$ cat src/rtl/rom_loader.sv
// Boot-time copier: streams LENGTH words from an async-read ROM into main memory
// at BASE_ADDR over a valid/ready write port, holding the CPU via busy until done.
module rom_loader #(
  parameter int ROM_ADDR_WIDTH = 8,
  parameter int DATA_WIDTH     = 16,
  parameter int MEM_ADDR_WIDTH = 16,
  parameter int LENGTH         = 256,
  parameter logic [MEM_ADDR_WIDTH-1:0] BASE_ADDR = 16'h3000
) (
  input  logic                      clk,
  input  logic                      rst,
  input  logic                      start,
  output logic [ROM_ADDR_WIDTH-1:0] rom_addr,
  input  logic [DATA_WIDTH-1:0]     rom_data,
  output logic [MEM_ADDR_WIDTH-1:0] mem_addr,
  output logic [DATA_WIDTH-1:0]     mem_wdata,
  output logic                      mem_we,
  input  logic                      mem_ready,
  output logic                      busy,
  output logic                      done,
  output logic [ROM_ADDR_WIDTH:0]   count
);

  // One extra bit so a full-ROM copy (LENGTH = 2^ROM_ADDR_WIDTH) can be counted.
  localparam int IW = ROM_ADDR_WIDTH + 1;
  localparam bit EMPTY = (LENGTH == 0);
  localparam logic [IW-1:0] LAST = EMPTY ? '0 : IW'(LENGTH - 1);

  typedef enum logic [1:0] {IDLE, READ, WRITE, DONE} state_t;

  state_t                    state, state_n;
  logic [IW-1:0]             index, index_n;
  logic [ROM_ADDR_WIDTH-1:0] rom_addr_n;
  logic [MEM_ADDR_WIDTH-1:0] mem_addr_n;
  logic [DATA_WIDTH-1:0]     mem_wdata_n;
  logic [IW-1:0]             count_n;

  // NOTE: state registers use non-blocking (<=) so every register samples the
  // pre-edge values computed below, regardless of process ordering.
  always_ff @(posedge clk) begin
    if (rst) begin
      state     <= IDLE;
      index     <= '0;
      rom_addr  <= '0;
      mem_addr  <= '0;
      mem_wdata <= '0;
      count     <= '0;
    end else begin
      state     <= state_n;
      index     <= index_n;
      rom_addr  <= rom_addr_n;
      mem_addr  <= mem_addr_n;
      mem_wdata <= mem_wdata_n;
      count     <= count_n;
    end
  end

  always_comb begin
    // NOTE: every output of this block is defaulted first so no path through
    // the case statement leaves a signal unassigned (which would infer a latch).
    state_n     = state;
    index_n     = index;
    rom_addr_n  = rom_addr;
    mem_addr_n  = mem_addr;
    mem_wdata_n = mem_wdata;
    count_n     = count;

    case (state)
      IDLE, DONE: begin
        if (start) begin
          count_n = '0;
          if (EMPTY) begin
            state_n = DONE;
          end else begin
            state_n    = READ;
            index_n    = '0;
            rom_addr_n = '0;
          end
        end
      end
      READ: begin
        mem_wdata_n = rom_data;
        // Address wraps silently past the top of memory.
        mem_addr_n  = BASE_ADDR + MEM_ADDR_WIDTH'(index);
        state_n     = WRITE;
      end
      WRITE: begin
        if (mem_ready) begin
          count_n = count + 1'b1;
          index_n = index + 1'b1;
          if (index == LAST) begin
            state_n = DONE;
          end else begin
            state_n    = READ;
            rom_addr_n = ROM_ADDR_WIDTH'(index + 1'b1);
          end
        end
      end
      default: state_n = IDLE;
    endcase
  end

  assign busy   = (state == READ) || (state == WRITE);
  assign done   = (state == DONE);
  assign mem_we = (state == WRITE);

endmodule
$ cat config.mk
export PLATFORM = sky130hd
export DESIGN_NAME = rom_loader
export DESIGN_NICKNAME = d
export VERILOG_FILES = /design/src/rtl/rom_loader.sv
export SDC_FILE = /design/constraint.sdc
export NUM_CORES = 1
export LEC_CHECK = 0
export CORE_MARGIN = 4
export CORE_UTILIZATION = 46
export DETAILED_ROUTE_END_ITERATION = 10
export PLACE_DENSITY = 0.77
export SYNTH_ARGS = -nofsm -noshare
export SYNTH_HDL_FRONTEND = slang
export SYNTH_SLANG_ARGS = --single-unit
$ cat constraint.sdc
create_clock -name clk -period 2.65 [get_ports clk]
set_clock_uncertainty 0.1 [all_clocks]
set_input_delay 0.53 -clock clk [delete_from_list [all_inputs] [get_ports clk]]
set_output_delay 0.53 -clock clk [all_outputs]
set_load 0.01 [all_outputs]
# Word-level counts from Yosys, hierarchy flattened
# Index checks and enable logic that the tools add are counted.
[totals] register_bits=60 word_cells=36
[op_classes] eq_ne=7 addsub=3 reduce_logical=7 mux=13
[ops] operator="$pmux W9 S2" n=2
[ops] operator="$mux W9" n=3
[ops] operator="$mux W8" n=3
[ops] operator="$add A9 B1 Y9 const B" n=2
[ops] operator="$pmux W8 S2" n=1
[ops] operator="$add A14 B9 Y15 const A" n=1
[ops] operator="$eq A9 B8 Y1 const B" n=1
[ops] operator="$mux W2" n=3
[ops] operator="$pmux W2 S3" n=1
[ops] operator="$eq A2 B2 Y1 const B" n=2
[ops] operator="$ne A2 B2 Y1 const B" n=2
[ops] operator="$reduce_and A4 Y1" n=1
[ops] operator="$reduce_and A3 Y1" n=1
[ops] operator="$eq A2 B1 Y1 const B" n=1
[ops] operator="$logic_not A2 Y1" n=1
[ops] operator="$ne A2 B1 Y1 const B" n=1
[ops] operator="$reduce_and A2 Y1" n=1
[ops] operator="$reduce_bool A2 Y1" n=1
[ops] operator="$reduce_or A2 Y1" n=1
[ops] operator="$logic_or A1 B1 Y1" n=1

# Depth between registers and ports, before layout
# Gate-level depths: netlist of the first run.
[logic_depth] ltp_word=4 ltp_mapped=10

# Worst setup path after synthesis of the first run
# Ideal clock, no wire load.
[synth_path] kind="flip-flop to flip-flop" from="register index[0]" to="register rom_addr[6]" stages_incl_launch_ff=10 slack_ns=0.745 synth_period_minus_slack_ns=1.905 arrival_ns=1.712 t_required_ns=2.458 cell_sequence="dfxtp_1 ha_1 nand2_1 nor2_1 ha_1 nand2b_1 a21boi_2 buf_4 nand2_2 o32ai_1"
[synth_between] elab_chain_cells=4 elab_cells_between_ends=7 cone_classes="add/sub (1); eq/ne (2); mux (3); reduce/logical (1)"
[synth_rtl] item="start, declared" line="32" source="logic [IW-1:0] index, index_n;"
[synth_rtl] item="start signal, assigned" line="50" source="index <= index_n;"
[synth_rtl] item="$add A9 B1 Y9" line="95" source="rom_addr_n = ROM_ADDR_WIDTH'(index + 1'b1);"
[synth_rtl] item="$mux W8" line="91" source="if (index == LAST) begin"
[synth_rtl] item="$mux W8" line="88" source="if (mem_ready) begin"
[synth_rtl] item="$pmux W8 S2" line="68" source="case (state)"
[synth_rtl] item="end signal, assigned" line="51" source="rom_addr <= rom_addr_n;"
[synth_rtl] item="end, declared" line="13" source="output logic [ROM_ADDR_WIDTH-1:0] rom_addr,"
# Several ways; a longest one is shown, not always the timed one. The select of a mux whose other input is x is not followed.
# A chain may end at the register's enable or synchronous reset.

# Worst setup path in the final report of the first run
[layout_path] from="register state[0]" to="output busy"
[layout_between] elab_chain_cells=2 elab_cells_between_ends=3 cone_classes="eq/ne (2); reduce/logical (1)"
[layout_rtl] item="start, declared" line="31" source="state_t state, state_n;"
[layout_rtl] item="start signal, assigned" line="49" source="state <= state_n;"
[layout_rtl] item="$eq A2 B1 Y1 / $eq A2 B2 Y1 (equally long branches)" line="103" source="assign busy = (state == READ) || (state == WRITE);"
[layout_rtl] item="$logic_or A1 B1 Y1 *" line="103"
[layout_rtl] item="end, declared" line="19" source="output logic busy,"
# Every way passes the cells marked *; elsewhere a longest branch is shown, timed or not.

==> summary.txt, run 1 <==
GRT
  • Largest net degree at the start of global routing: 29
  • First-pass GRT wire length: 9.18 mm
  • Vias in the first global route: 2008
  • Initial antenna violation count: 0
  • All-Layer GR Usage: 18.1%
  • Total grt overflow: 0

Die
  • Core region area: roughly 4800 µm²
  • Starting Density: 48.7%
  • IO Pins: 72
  • Die footprint: roughly 6300 µm²
  • Die height: 79.6 µm
  • Row cnt: 25
  • Die Width: 79.6 µm

Hold path
  • WHS Path Cells: 2
  • Hold Startpoint: index[8]
  • Tightest Hold Check Type: reg2reg
  • Hold EP: index[8]

Timing
  • FMAX: about 420 MHz
  • Hold Slack: 0.373 ns
  • Sum Neg Setup Slack: 0 ns
  • RSZ-0062 raised after global routing: false
  • PnR worst setup slack: 0.271 ns
  • Normalized max-slew margin: between 60 and 70%
  • Period utilisation layout: ~90%
  • Worst slew pin tran: 0.542 ns
  • Final Max Tran Viols: 0
  • Final Hold Fails: 0
  • Final setup fails: 0
  • Post-layout min period: around 2.4 ns

Placement
  • Setup Slack @ Placement: roughly 0.32 ns
  • Routability cong.: 0.860
  • DP HPWL: 3.95 mm
  • IO Port Bufs: 66
  • Placed insts: between 300 and 400

Worst setup path
  • Reg-to-reg startpoint: index[0]
  • Critical path class: reg2out
  • Setup crit end kind: primary output
  • R2R Setup Slk: 0.32 ns
  • Startpoint Class: flop
  • R2R depth: 8
  • Critical Path AT: 1.75 ns
  • Crit-path max FO: 5
  • Crit Reg-Reg Endpoint: rom_addr[5]
  • Worst Path Required: ~2.0 ns

Layout
  • Final antenna diode count: 0
  • Multi-input logic area: approximately 1200 µm²
  • Area taken by flip-flops and latches: 1080 µm²
  • Area delta synth->final: 33.8%
  • Fin nets: 346
  • Final cell count without fillers: 388
  • Fillers: 415
  • Layout cells sized above 1: 5.61%

Power
  • Pwr Total: 0.00173 W
  • Leakage: 1.19 nW
  • Peak VDD IR: 0.000320 V
  • PwrDens: 548 nW/µm²

Route
  • Routed wire per std cell: 13.9 µm
  • Initial DRC Count: 156
  • Via count: 1998
  • DRT Pass-1 Iters: 4
  • # DRC: 0
  • Vias/cell: 5.15
  • Routed wire length: between 5 and 6 mm
  • Number of routed nets with antenna violations: 0

Yosys
  • Number of flops mapped to enable cells by yosys: 0
  • YS warnings: 0
  • Avg Cell Area, Syn: 9.22 µm²
  • Ys flop type: dfxtp_1
  • Mapped Area: 2360 µm²
  • Syn Inst Count: 256
  • Post-synthesis async set-or-reset flop share: 0%
  • Post-synthesis register bit count: 54
  • Synth cell types: 42
  • Sequential-to-total area share from yosys stat: 45.8%

Clock tree
  • Clock sinks: 54
  • Root Driver: clkbuf_8
  • Clk_lat worst skew: 0.30 ns
  • Clk pin slew, worst setup/hold paths: 0.10 ns
  • Post-CTS resize count: 0
  • Bufs on Longest Clock Path: 2
  • Setup bufs post-CTS: 0
  • H-Tree Depth: 2
  • CTS tree: yes
  • CTS buffer count: 5
  • Hold_buf cts: 0

Status
  • Status: complete, no violations

Job
  • Max Cap Violations: 0
## metal layers
metal | wire, µm | track usage [%]
met3 | 420 | 6.09
met4 | 53 | 6.01
met1 | 2400 | 21.8
met2 | 2520 | 30.1
met5 | 0 | 0
## stage by stage
| step | utilization, % | instance area [µm²] |
|---|---|---|
| 2_1_floorplan | - | 2380 |
| 3_3_place_gp | 63.1 | 3060 |
| 3_5_place_dp | 63.1 | 3060 |
| 4_1_cts | 65.1 | 3160 |
| 5_1_grt | 65.1 | 3160 |
| 6_report | 65.1 | 3160 |
## layout make-up
class,count,share of cell area (%)
Clock buffer,6,2.61
Tap cell,67,2.65
Sequential cell,54,34.2
Inverter,6,0.713
Multi-Input combinational cell,181,36.9
Timing Repair Buffer,72,22.3
Clock inverter,2,0.515
## cell usage in the layout (no fill, tap or decap), drive strengths merged, types with 6 or more instances in the layout
cell / netlist / layout
nand4: 6 / 6
nor2: 41 / 41
mux2i: 29 / 29
clkbuf: 4 / 6
buf: 15 / 6
xor2: 9 / 9
clkdlybuf4s50: 0 / 66
nand2: 18 / 18
nand3: 10 / 10
ha: 6 / 6
inv: 6 / 7
dfxtp: 54 / 54
a21oi: 13 / 13
## cells in the mapped netlist (all sizes together), types with 2 or more instances
library cell  number  share of area, %
nand2b             5               1.3
ha                 6               3.2
and2               5               1.3
inv                6              0.95
dfxtp             54                46
nand3             10               2.1
nor3               2              0.42
o21ai              5               1.1
and3               2              0.53
mux2i             29                12
nand2             18               3.3
xor2               9               3.3
nand4              6               1.6
buf               15               3.8
nor2              41               6.5
o32ai              3               1.1
and4               2              0.74
or3                4               1.1
xnor2              2              0.74
clkbuf             4              0.69
a21oi             13               2.8
## where the power goes
| part | switching (W) | internal (W) |
|---|---|---|
| Combinational | 0.000194 | 0.000184 |
| Clock | 0.000269 | 0.000216 |
| Sequential | 0.0000213 | 0.000847 |
| Total | 0.000484 | 0.00125 |
## sequential cells by signal (all words and copies together), names as in the netlist
name and cells:
rom_addr 8, mem_wdata 16, count 9, state 2, mem_addr 10, index 9
## worst max-delay path: stages, from the launching register on
cell and delay, ns:
dfxtp_1 0.39, inv_1 0.06, ha_1 0.37, inv_1 0.10, clkdlybuf4s50_1 0.53
## how the worst max path moves through the flow
stage                  start     endpoint  slack (ns)  cells past startpoint
global route        index[0]  rom_addr[5]        0.13                      8
finish              state[0]         busy        0.27                      4
detailed placement     start  rom_addr[6]        0.32                      5
floorplan           index[0]  rom_addr[6]        0.75                      9
global placement       start  rom_addr[7]        0.42                      5
CTS                 state[0]         busy        0.25                      4
## cells by family (layout without fill, tap and decap cells)
family / Yosys count / after routing / synth area share [%]
AOI/OAI and AO/OA: 30 / 30 / 8.11
xor gates and xnor gates: 11 / 11 / 4.08
adders and majority gates: 6 / 6 / 3.18
buffers and inverters: 25 / 86 / 5.46
DFF: 54 / 54 / 45.8
muxes: 30 / 30 / 12.9
other: 1 / 5 / 0.159
and+or+nand+nor: 99 / 99 / 20.3
Power figures use the tool's default switching activity.
==> run 2: changes to the inputs <==
--- a/config.mk
+++ b/config.mk
@@ -5,10 +5,13 @@
 export SDC_FILE = /design/constraint.sdc
 export NUM_CORES = 1
 export LEC_CHECK = 0
+export CELL_PAD_IN_SITES_DETAIL_PLACEMENT = 0
+export CELL_PAD_IN_SITES_GLOBAL_PLACEMENT = 2
+export CORE_ASPECT_RATIO = 0.75
 export CORE_MARGIN = 4
-export CORE_UTILIZATION = 46
+export CORE_UTILIZATION = 27
 export DETAILED_ROUTE_END_ITERATION = 10
-export PLACE_DENSITY = 0.77
+export PLACE_DENSITY = 0.76
 export SYNTH_ARGS = -nofsm -noshare
 export SYNTH_HDL_FRONTEND = slang
 export SYNTH_SLANG_ARGS = --single-unit
==> summary.txt, run 2 (synthesis gave the netlist of run 1 again) <==
Status
  • Status: complete, no violations

Worst setup path
  • R2R Setup Slk: 0.39 ns (+0.07 ns)
  • Setup crit end kind: primary output
  • Critical path class: reg2out
  • Crit-path max cell delay: 0.53 ns (about the same)
  • Startpoint Class: flop
  • Worst path top cell family by delay: buffers and inverters
  • CP most frequent cell: inv_1
  • Crit-path slowest cell: clkdlybuf4s50_1
  • Critical Path AT: 1.73 ns (-0.02 ns)
  • Crit-path max FO: 5 (unchanged)
  • Buffer and inverter count on the worst path: 3 (unchanged)
  • Crit-path cells: inv_1 -> ha_1 -> inv_1 -> clkdlybuf4s50_1
  • Worst Path Required: 2.02 ns (about the same)

Layout
  • Most common cell after layout, fill and taps aside: clkdlybuf4s50_1
  • Area delta synth->final: 40.9%
  • Layout cells sized above 1: 7.08% (+1.5 points)
  • Biggest regs: mem_wdata x16, mem_addr x10
  • Final antenna diode count: 0 (unchanged)
  • Number of flip-flops under the largest register name: 16 (unchanged)
  • Most flop-heavy register: mem_wdata
  • Commonest non-fill, non-tap cells in the layout: clkdlybuf4s50_1 (66), dfxtp_1 (54), nor2_1 (41)
  • Cell area after layout: 3330 µm² (+5.3%)
  • Final Util: 39.2% (-26 points)
  • Fin nets: 350 (+1.2%)

Timing
  • Final Hold Fails: 0 (unchanged)
  • Period utilisation layout: 89.0% (-0.72 points)
  • Final setup fails: 0 (unchanged)
  • Post-layout min period: 2.36 ns (-0.0192 ns)
  • Final Max Tran Viols: 0 (unchanged)
  • Worst slew pin tran: 0.557 ns (+0.0147 ns)
  • Sum Neg Setup Slack: 0 ns (unchanged)
  • Normalized max-slew margin: 62.6% (-1.0 points)
  • Hold Slack: 0.377 ns (+0.00411 ns)
  • FMAX: 424 MHz (+0.81%)
  • RSZ-0062 raised after global routing: false

GRT
  • Met1 Usage GRT: 17.2% (-4.7 points)
  • Met2 usage: 17.2% (-13 points)
  • Initial antenna violation count: 0 (unchanged)
  • Largest net degree at the start of global routing: 34 (+17%)
  • Vias in the first global route: 1979 (-1.4%)
  • First-pass GRT wire length: 9.96 mm (+8.5%)
  • Met3 Track Usage GR: 5.01% (-1.1 points)
  • Top Usage Layer GRT: met2
  • Total grt overflow: 0 (unchanged)
  • All-Layer GR Usage: 12.1% (-6.0 points)

Route
  • DRT Pass-1 Iters: 4 (unchanged)
  • Routed wire per std cell: 14.0 µm (+0.58%)
  • Vias/cell: 4.53 (-12%)
  • # DRC: 0 (unchanged)
  • Initial DRC Count: 99 (-37%)
  • Via count: 1962 (-1.8%)
  • Number of routed nets with antenna violations: 0 (unchanged)
  • Routed wire length: 6.05 mm (+12%)

Clock tree
  • Setup bufs post-CTS: 0 (unchanged)
  • CTS buffer count: 5 (unchanged)
  • Bufs on Longest Clock Path: 2 (unchanged)
  • Hold_buf cts: 0 (unchanged)
  • Root Driver: clkbuf_16
  • H-Tree Depth: 2 (unchanged)
  • CTS tree: yes
  • Clk pin slew, worst setup/hold paths: 0.07 ns (-0.03 ns)
  • Clk_lat worst skew: 0.29 ns (about the same)
  • Post-CTS resize count: 0 (unchanged)
  • Clock sinks: 54 (unchanged)

Die
  • Row cnt: 29 (+16%)
  • Core region area: 8490 µm² (+75%)
  • Die Width: 116 µm (+46%)
  • IO Pins: 72 (unchanged)
  • Starting Density: 27.8% (-21 points)
  • Die footprint: 10300 µm² (+63%)
  • Die height: 89.0 µm (+12%)

Placement
  • IO Port Bufs: 66 (unchanged)
  • Placed cell areas: 3160 µm² (+3.1%)
  • DP HPWL: 4.33 mm (+9.6%)
  • Routability cong.: 0.773 (-10%)

Power
  • Pwr Total: 0.00202 W (+16%)
  • Peak VDD IR: 0.000289 V (-9.8%)
  • PwrDens: 606 nW/µm² (+11%)
  • Leakage: 1.24 nW (+4.4%)

Hold path
  • Tightest Hold Check Type: reg2reg

Job
  • Max Cap Violations: 0 (unchanged)
run 2: changes by cell type in the layout (fill, tap and decap cells not counted):
cell        change
buf_4           +3
inv_6           -1
bufinv_16       +1
clkinvlp_4      +1
clkbuf_8        -6
clkbuf_16       +5
ha_2            +1
buf_12          +1
ha_1            -1
run 2: worst reg2reg max path, delay by kind of cell, from the launching register on:
family / cells / cell delay (ns)
compound gates: 2 / 0.73
flops: 1 / 0.39
fa+ha+maj: 1 / 0.21
simple gates: 5 / 0.73
run 2: final cells by class:
cell class	instances	area [µm²]
fill	871	5160
clock inverter	3	45.0
tap	108	135
inverter	6	22.5
timing repair buffer	76	748
sequential	54	1080
clock buffer	5	125
multi-input combinational	181	1170
run 2: per-layer routing:
metal | vias up | part of all wire, %
met4 | 0 | 0
met1 | 902 | 50
met2 | 57 | 42
met5 | - | 0
met3 | 0 | 8.6
li1 | 1003 | -
run 2: power by group:
group | switching, W | internal, W | total [W]
sequential | 0.0000206 | 0.000847 | 0.000868
combinational | 0.000201 | 0.000200 | 0.000401
clock | 0.000302 | 0.000446 | 0.000748
total | 0.000524 | 0.00149 | 0.00202
run 2: metrics by stage:
step	worst slack [ns]	cells
floorplan	0.745	260
global placement	0.427	425
detailed placement	0.318	425
CTS	0.254	433
global route	0.187	433
finish	0.290	433
run 2: path summary, 6_finish.rpt:
check,endpoint,startpoint,cells past startpoint
max reg2reg,rom_addr[7],index[3],8
max,busy,state[0],4
min reg2reg,index[8],index[8],2
min,index[8],index[8],2
==> run 3: changes to the inputs <==
--- a/config.mk
+++ b/config.mk
@@ -11,6 +11,7 @@
 export CORE_MARGIN = 4
 export CORE_UTILIZATION = 27
 export DETAILED_ROUTE_END_ITERATION = 10
+export MAX_ROUTING_LAYER = met4
 export PLACE_DENSITY = 0.76
 export SYNTH_ARGS = -nofsm -noshare
 export SYNTH_HDL_FRONTEND = slang
==> summary.txt, run 3 (synthesis gave the netlist of run 1 again) <==
Clock tree
  • Hold_buf cts: 0 (unchanged)
  • Root Driver: clkbuf_16
  • CTS tree: yes
  • CTS buffer count: 5 (unchanged)
  • Post-CTS resize count: 0 (unchanged)
  • Bufs on Longest Clock Path: 2 (unchanged)
  • Clock sinks: 54 (unchanged)
  • Clk_lat worst skew: 0.29 ns (about the same)
  • H-Tree Depth: 2 (unchanged)
  • Clk pin slew, worst setup/hold paths: 0.07 ns (about the same)
  • Setup bufs post-CTS: 0 (unchanged)

Die
  • Die Width: 116 µm (unchanged)
  • Row cnt: 29 (unchanged)
  • Core region area: 8490 µm² (unchanged)
  • IO Pins: 72 (unchanged)
  • Die footprint: 10300 µm² (unchanged)
  • Die height: 89.0 µm (unchanged)
  • Starting Density: 27.8% (unchanged)

Worst setup path
  • Crit-path max cell delay: 0.53 ns (about the same)
  • Crit-path max FO: 5 (unchanged)
  • CP most frequent cell: inv_1
  • Critical path class: reg2out
  • Startpoint Class: flop
  • Worst path top cell family by delay: buffers and inverters
  • Crit-path cells: inv_1 -> ha_1 -> inv_1 -> clkdlybuf4s50_1
  • Worst Path Required: 2.02 ns (about the same)
  • Critical Path AT: 1.73 ns (about the same)
  • Setup crit end kind: primary output
  • Buffer and inverter count on the worst path: 3 (unchanged)
  • Crit-path slowest cell: clkdlybuf4s50_1

Power
  • Switch share: 26.0% (+0.028 points)
  • Combinational Power Share: 19.9% (about the same)
  • Internal power: 0.00149 W (about the same)
  • Peak VDD IR: 0.000289 V (about the same)
  • P_sw: 0.000524 W (+0.15%)
  • Pwr Total: 0.00202 W (about the same)
  • Flop pwr share: 43.0% (about the same)
  • Leakage: 1.24 nW (unchanged)
  • PwrDens: 607 nW/µm² (about the same)
  • Clock network fraction of total power: 37.1% (about the same)

GRT
  • First-pass GRT wire length: 9.93 mm (-0.27%)
  • All-Layer GR Usage: 12.5% (+0.36 points)
  • Total grt overflow: 0 (unchanged)
  • Vias in the first global route: 1986 (+0.35%)
  • Largest net degree at the start of global routing: 34 (unchanged)
  • Initial antenna violation count: 0 (unchanged)

Timing
  • Post-layout min period: 2.36 ns (-0.000363 ns)
  • Final setup fails: 0 (unchanged)
  • Sum Neg Setup Slack: 0 ns (unchanged)
  • Final Max Tran Viols: 0 (unchanged)
  • Normalized max-slew margin: 62.6% (about the same)
  • RSZ-0062 raised after global routing: false
  • Worst slew pin tran: 0.557 ns (+0.000161 ns)
  • Period utilisation layout: 89.0% (about the same)
  • FMAX: 424 MHz (about the same)
  • Final Hold Fails: 0 (unchanged)

Layout
  • Fillers: 871 (unchanged)
  • Biggest regs: mem_wdata x16, mem_addr x10
  • Commonest non-fill, non-tap cells in the layout: clkdlybuf4s50_1 (66), dfxtp_1 (54), nor2_1 (41)
  • Final antenna diode count: 0 (unchanged)
  • Multi-input logic area: 1170 µm² (unchanged)
  • Fin nets: 350 (unchanged)
  • Final cell count without fillers: 433 (unchanged)
  • Area delta synth->final: 40.9% (unchanged)
  • Number of flip-flops under the largest register name: 16 (unchanged)
  • Layout cells sized above 1: 7.08% (unchanged)
  • Most flop-heavy register: mem_wdata
  • Most common cell after layout, fill and taps aside: clkdlybuf4s50_1
  • Area taken by flip-flops and latches: 1080 µm² (unchanged)

Route
  • # DRC: 0 (unchanged)
  • DRT Pass-1 Iters: 4 (unchanged)
  • Routed wire length: 6.04 mm (-0.13%)
  • Initial DRC Count: 99 (unchanged)
  • Via count: 1953 (-0.46%)
  • Routed wire per std cell: 14.0 µm (-0.13%)
  • Number of routed nets with antenna violations: 0 (unchanged)
  • Vias/cell: 4.51 (-0.46%)

Status
  • Status: complete, no violations

Placement
  • Placed insts: 425 (unchanged)
  • IO Port Bufs: 66 (unchanged)
  • Routability cong.: 0.784 (+1.3%)
  • DP HPWL: 4.33 mm (unchanged)

Job
  • Max Cap Violations: 0 (unchanged)

Hold path
  • Tightest Hold Check Type: reg2reg
run 3: cell counts in the layout (fill, tap and decap cells not counted):
Identical to the previous run, type by type.
run 3: worst paths after layout:
| check | depth (start not counted) | from | endpoint | slack [ns] |
|---|---|---|---|---|
| max reg2reg | 8 | index[3] | rom_addr[7] | 0.39 |
| max | 4 | state[0] | busy | 0.29 |
| min | 2 | index[8] | index[8] | 0.38 |
| min reg2reg | 2 | index[8] | index[8] | 0.38 |
run 3: worst min-delay path: stages, from the launching register on:
cell,delay [ns]
dfxtp_1,0.33
nand2_1,0.06
a21oi_1,0.05
run 3: layout make-up:
cell class,count,share of cell area [%]
flip-flops and latches,54,32.5
inverters,6,0.677
clock inverters,3,1.35
multi-input cells,181,35.1
well taps,108,4.06
clock buffers,5,3.76
repair buffers,76,22.5
run 3: through the flow:
step	hold WS [ns]	cell area, µm²	setup WS [ns]	utilization [%]
CTS	0.385	3330	0.254	39.2
detailed placement	0.375	3160	0.318	37.2
global placement	0.361	3160	0.427	37.2
floorplan	0.345	2380	0.745	-
finish	0.378	3330	0.291	39.2
global route	0.416	3330	0.187	39.2
run 3: power groups by stage:
stage	logic [W]	registers [W]	clock network, W
final	0.000401	0.000868	0.000748
after global routing	0.000438	0.000874	0.000817
after CTS	0.000408	0.000868	0.000782
after detailed placement	0.000406	0.000886	0
after global placement	0.000408	0.000885	0
after floorplan	0.000227	0.000900	0
run 3: per-layer routing:
metal | wire length, µm | GRT usage [%] | vias up | part of all wire [%]
li1 | - | - | 1002 | -
met2 | 2500 | 17.2 | 51 | 41
met1 | 3140 | 17.6 | 898 | 52
met5 | 0 | - | - | 0
met4 | 29 | 2.85 | 0 | 0.48
met3 | 372 | 4.06 | 2 | 6.2
